===== config.mk =====
export PLATFORM = sky130hd
export DESIGN_NAME = regfile_scoreboard
export DESIGN_NICKNAME = d
export VERILOG_FILES = /design/src/rtl/regfile_scoreboard.sv
export SDC_FILE = /design/constraint.sdc
export NUM_CORES = 2
export LEC_CHECK = 0
export CORE_UTILIZATION = 55
export CTS_CLUSTER_SIZE = 20
export DETAILED_ROUTE_END_ITERATION = 12
export HOLD_SLACK_MARGIN = 0.12
export PLACE_DENSITY = 0.79
export SETUP_SLACK_MARGIN = 0.1
export SYNTH_ARGS = -nofsm -noshare
export SYNTH_HDL_FRONTEND = slang
export SYNTH_SLANG_ARGS = --single-unit

===== constraint.sdc =====
create_clock -name CLK -period 5.61 [get_ports CLK]
set_input_delay 1.4025 -clock CLK [delete_from_list [all_inputs] [get_ports CLK]]
set_output_delay 1.4025 -clock CLK [all_outputs]
set_load 0.01 [all_outputs]

===== src/rtl/regfile_scoreboard.sv =====
// NREGS x XLEN register file with hardwired zero register, optional write-to-read
// bypass, per-register busy scoreboard and a sequential clear engine.
module regfile_scoreboard #(
  parameter int unsigned XLEN     = 64,
  parameter int unsigned NREGS    = 32,
  parameter int unsigned AW       = $clog2(NREGS),
  parameter bit          BYPASS   = 1'b1,
  parameter bit          ZERO_REG = 1'b1
) (
  input  logic            CLK,
  input  logic            reset_n,
  input  logic            CLR_REQ,
  input  logic            ST_REG,
  input  logic [AW-1:0]   DR,
  input  logic [XLEN-1:0] WB_DATA,
  input  logic [AW-1:0]   SR1,
  input  logic [AW-1:0]   SR2,
  output logic [XLEN-1:0] out_one,
  output logic [XLEN-1:0] out_two,
  input  logic            ISSUE_V,
  input  logic [AW-1:0]   ISSUE_DR,
  input  logic            FLUSH,
  output logic            busy1,
  output logic            busy2,
  output logic            ready
);

  localparam logic [0:0] CLEAR = 1'b0;
  localparam logic [0:0] RUN   = 1'b1;

  logic [0:0]      state;
  logic [0:0]      state_next;
  logic [AW-1:0]   cnt;
  logic [NREGS-1:0] busy;
  logic [NREGS-1:0] busy_next;
  logic [XLEN-1:0] mem [NREGS];

  logic run;
  logic wr_en;
  logic fwd1;
  logic fwd2;
  logic zero1;
  logic zero2;

  assign run   = (state == RUN);
  assign ready = run;

  // State register
  always_ff @(posedge CLK or negedge reset_n) begin
    if (!reset_n) state <= CLEAR;
    else          state <= state_next;
  end

  // Next-state logic: clear walks every index once, then runs until a clear request
  always_comb begin
    state_next = state;
    case (state)
      CLEAR:   if (cnt == AW'(NREGS - 1)) state_next = RUN;
      RUN:     if (CLR_REQ) state_next = CLEAR;
      default: state_next = CLEAR;
    endcase
  end

  // Clear index counter; wraps to zero naturally since NREGS is a power of two
  always_ff @(posedge CLK or negedge reset_n) begin
    if (!reset_n)     cnt <= '0;
    else if (!run)    cnt <= cnt + AW'(1);
    else if (CLR_REQ) cnt <= '0;
  end

  // Writes arriving with a clear request are dropped
  assign wr_en = run && ST_REG && !CLR_REQ && !(ZERO_REG && (DR == '0));

  // Storage has no reset; the clear engine zeroes it
  always_ff @(posedge CLK) begin
    if (!run)       mem[cnt] <= '0;
    else if (wr_en) mem[DR]  <= WB_DATA;
  end

  // Scoreboard: flush/clear beats issue, issue beats same-index writeback
  always_comb begin
    busy_next = busy;
    if (!run || CLR_REQ || FLUSH) begin
      busy_next = '0;
    end else begin
      if (ST_REG) busy_next[DR] = 1'b0;
      if (ISSUE_V && !(ZERO_REG && (ISSUE_DR == '0))) busy_next[ISSUE_DR] = 1'b1;
    end
  end

  always_ff @(posedge CLK or negedge reset_n) begin
    if (!reset_n) busy <= '0;
    else          busy <= busy_next;
  end

  // Read ports
  assign zero1 = ZERO_REG && (SR1 == '0);
  assign zero2 = ZERO_REG && (SR2 == '0);
  assign fwd1  = BYPASS && ST_REG && run && (DR == SR1);
  assign fwd2  = BYPASS && ST_REG && run && (DR == SR2);

  assign out_one = (!run || zero1) ? '0 : (fwd1 ? WB_DATA : mem[SR1]);
  assign out_two = (!run || zero2) ? '0 : (fwd2 ? WB_DATA : mem[SR2]);

  // A forwarded operand is never reported busy
  assign busy1 = run && !fwd1 && busy[SR1];
  assign busy2 = run && !fwd2 && busy[SR2];

endmodule


==> results.json <==
{
  "status": "finished clean",
  "drv_slew": 0,
  "hpwlAfterDp_mm": 176,
  "clock_skew_ps": 23.1,
  "critPathLaunchType": "input port",
  "synth_top_area_share_pct": 62.1,
  "first_global_vias": 62100,
  "cp.arrival_ps": 4150,
  "leakagePower_uw": 0.0391,
  "place_congestion": 0.893,
  "avgSynthCellArea_um2": 18.9,
  "synth-seq-cells": 2086,
  "hold_buffers": 0,
  "maxCapViolCount": 0,
  "dr.max_layer_used": "met5",
  "fin_crit_ps": 5550,
  "areaGrowthSynthToFinish_pct": 16.4,
  "die_w_um": 426,
  "ys_top_cells_by_area": "edfxtp_1, mux4_2, mux2i_1, mux2_2, dfrtp_1",
  "period_share_pct": 98.9,
  "post_drt_via_cell_ratio": 7.35,
  "powerDensity_mw_per_mm2": 350,
  "rsz0062_at_grt": "yes",
  "synthCells": 5235,
  "post_drt_wl_per_cell_um": 36.6,
  "routed-wl-met3_mm": 37.5,
  "synthesis.nets": 5327,
  "io_pins": 221,
  "start_util_pct": 55.4,
  "cts_buffer_depth": 3,
  "fmax_ghz": 0.180,
  "fp.coreArea_mm2": 0.179,
  "yosysUniqueCellTypes": 61,
  "cts_tree": "yes",
  "fin_total_pwr_uw": 40300,
  "synthFlopType": "edfxtp_1",
  "yosysMostFrequentCell": "edfxtp_1",
  "path_class": "input port to output port",
  "die_y_um": 426,
  "dr_wl_met2_mm": 146,
  "worstHoldPathType": "register to register",
  "met1_length_mm": 98.7,
  "final_antenna_net_count": 0,
  "fin_nets": 5846,
  "worst_pin_slew_ps": 1180,
  "ys.warnings.count": 0,
  "setup_viol": 0,
  "yosysSeqAreaShare_pct": 63.1,
  "final_util_pct": 64.5,
  "grt_max_degree": 72,
  "grt_overflow": 0,
  "row_count": 155,
  "insertion_delay_ps": 850,
  "end_kind": "output port",
  "routed_wl_mm": 303,
  "grtUsageTotal_pct": 33.4,
  "port_buffers": 220,
  "die_area_mm2": 0.182,
  "cp_max_fo": 18,
  "async_flop_share_pct": 1.82,
  "drive_gt1_share_pct": 34.8,
  "cts.sinks": 2086,
  "htreeDepth": 4,
  "drt_drc_violations_left": 0,
  "antenna_found_initial": 3,
  "dr.pass1.iters": 6,
  "vdd_drop_max_mv": 0.393,
  "initialDrtViolationCount": 9122,
  "synth_common_cells": "edfxtp_1, mux4_2, mux2i_1",
  "grt_pass1_wl_mm": 434,
  "cts.clk_slew.worst_paths_ps": 60,
  "synth_edf_count": 2048,
  "cts_root_buffer": "clkbuf_16",
  "cts_made_buffers": 206,
  "yosys.area.top_type": "edfxtp_1",
  "vias": 60900,
  "worstPathRequired_ps": 4210,
  "hold_viol_final": 0,
  "syn_area_mm2": 0.0990,
  "slew_headroom_pct": 21.3
}
==> worst paths after layout <==
check / from / endpoint / slack, ps / cells past startpoint
hold reg to reg: busy[4] / busy[4] / 570 / 2
max in group asynchronous: reset_n / busy[7] / 4290 / 2
setup / recovery: DR[4] / out_two[24] / 60 / 9
hold / removal: busy[4] / busy[4] / 570 / 2
min in group asynchronous: reset_n / busy[29] / 970 / 2
setup reg to reg: ready / mem[2][11] / 2010 / 5
==> kinds of logic after synthesis <==
logic type                 count (synthesis)  synth area share, %
AOI/OAI and AO/OA                        708                 5.16
xor gates and xnor gates                  12                0.106
adders and majority gates                  2               0.0253
buffers and inverters                    488                 2.33
DFF                                     2086                 63.1
muxes                                   1460                 26.9
and+or+nand+nor                          479                 2.44
==> power by group <==
| group | internal [uW] | leakage, uW | switching (uW) | total, uW |
|---|---|---|---|---|
| registers | 18900 | 0.0200 | 663 | 19600 |
| logic | 2910 | 0.0160 | 4440 | 7360 |
| clock network | 7450 | 0.00314 | 5960 | 13400 |
| total | 29300 | 0.0391 | 11100 | 40300 |
==> critical path, stage by stage <==
cell	delay (ps)
clkdlybuf4s50_1	520
xor2_1	240
nor4_4	110
buf_4	160
a21oi_4	200
buf_12	240
o21ai_0	240
o32ai_2	360
clkdlybuf4s50_1	600
==> layer usage <==
metal / vias to the layer above / global-route usage (%)
met5: - / 0
met4: 4 / 20.7
met3: 1098 / 7.08
met2: 4917 / 53.4
met1: 31400 / 42.2
li1: 23500 / -
==> metrics by stage <==
| step | setup WS, ps | cells | instance area (um2) | setup TNS [ps] | hold WS, ps |
|---|---|---|---|---|---|
| 3_3_place_gp | -147 | 7894 | 108000 | -2410 | 538 |
| 4_1_cts | 69.1 | 8276 | 115000 | 0 | 565 |
| 6_report | 59.9 | 8285 | 115000 | 0 | 567 |
| 2_1_floorplan | -310 | 5235 | 99100 | -77190 | 515 |
| 5_1_grt | 32.6 | 8281 | 115000 | 0 | 595 |
| 3_5_place_dp | -192 | 7894 | 108000 | -4620 | 557 |
==> flip-flops by register name (all words and copies together), names as in the netlist <==
signal	flops
busy	32
cnt	5
ready	1
mem	2048
==> placed cells by master, fill, tap and decap left out, types with 18 or more instances in the layout <==
| master | count |
|---|---|
| mux2i_1 | 313 |
| a211o_1 | 48 |
| a211oi_1 | 86 |
| clkbuf_16 | 212 |
| nor2b_1 | 82 |
| a21oi_1 | 83 |
| clkbuf_1 | 52 |
| inv_1 | 63 |
| nand2_1 | 139 |
| a22o_1 | 48 |
| a21o_1 | 46 |
| nor2_1 | 31 |
| clkinv_1 | 37 |
| clkinv_2 | 43 |
| buf_4 | 349 |
| o221ai_1 | 57 |
| nor2_4 | 34 |
| buf_12 | 159 |
| nor3_1 | 58 |
| and2_1 | 65 |
| o22ai_1 | 136 |
| clkdlybuf4s50_1 | 175 |
| nand2b_1 | 18 |
| o21ai_0 | 58 |
| mux4_2 | 937 |
| mux2_2 | 210 |
| dfrtp_1 | 38 |
| o32ai_1 | 49 |
| dlygate4sd2_1 | 25 |
| edfxtp_1 | 2048 |
==> cell type report <==
cell class	instances	area, um2
Sequential cell	2086	62400
Timing Repair Buffer	736	8210
Clock buffer	264	5480
Tap cell	2355	2950
Fill cell	11500	63400
Multi-Input combinational cell	2661	34900
Antenna cell	4	10.0
Inverter	63	236
Clock inverter	116	985
==> what timing repair did <==
| item | CTS | global route |
|---|---|---|
| cloned | 0 | 2 |
| endpoints found under the setup margin | 118 | 49 |
| setup buffers | 2 | 3 |
| pin swaps | 4 | 5 |
| resized for setup | 63 | 41 |
No activity file was read; power rests on OpenSTA's default activity.
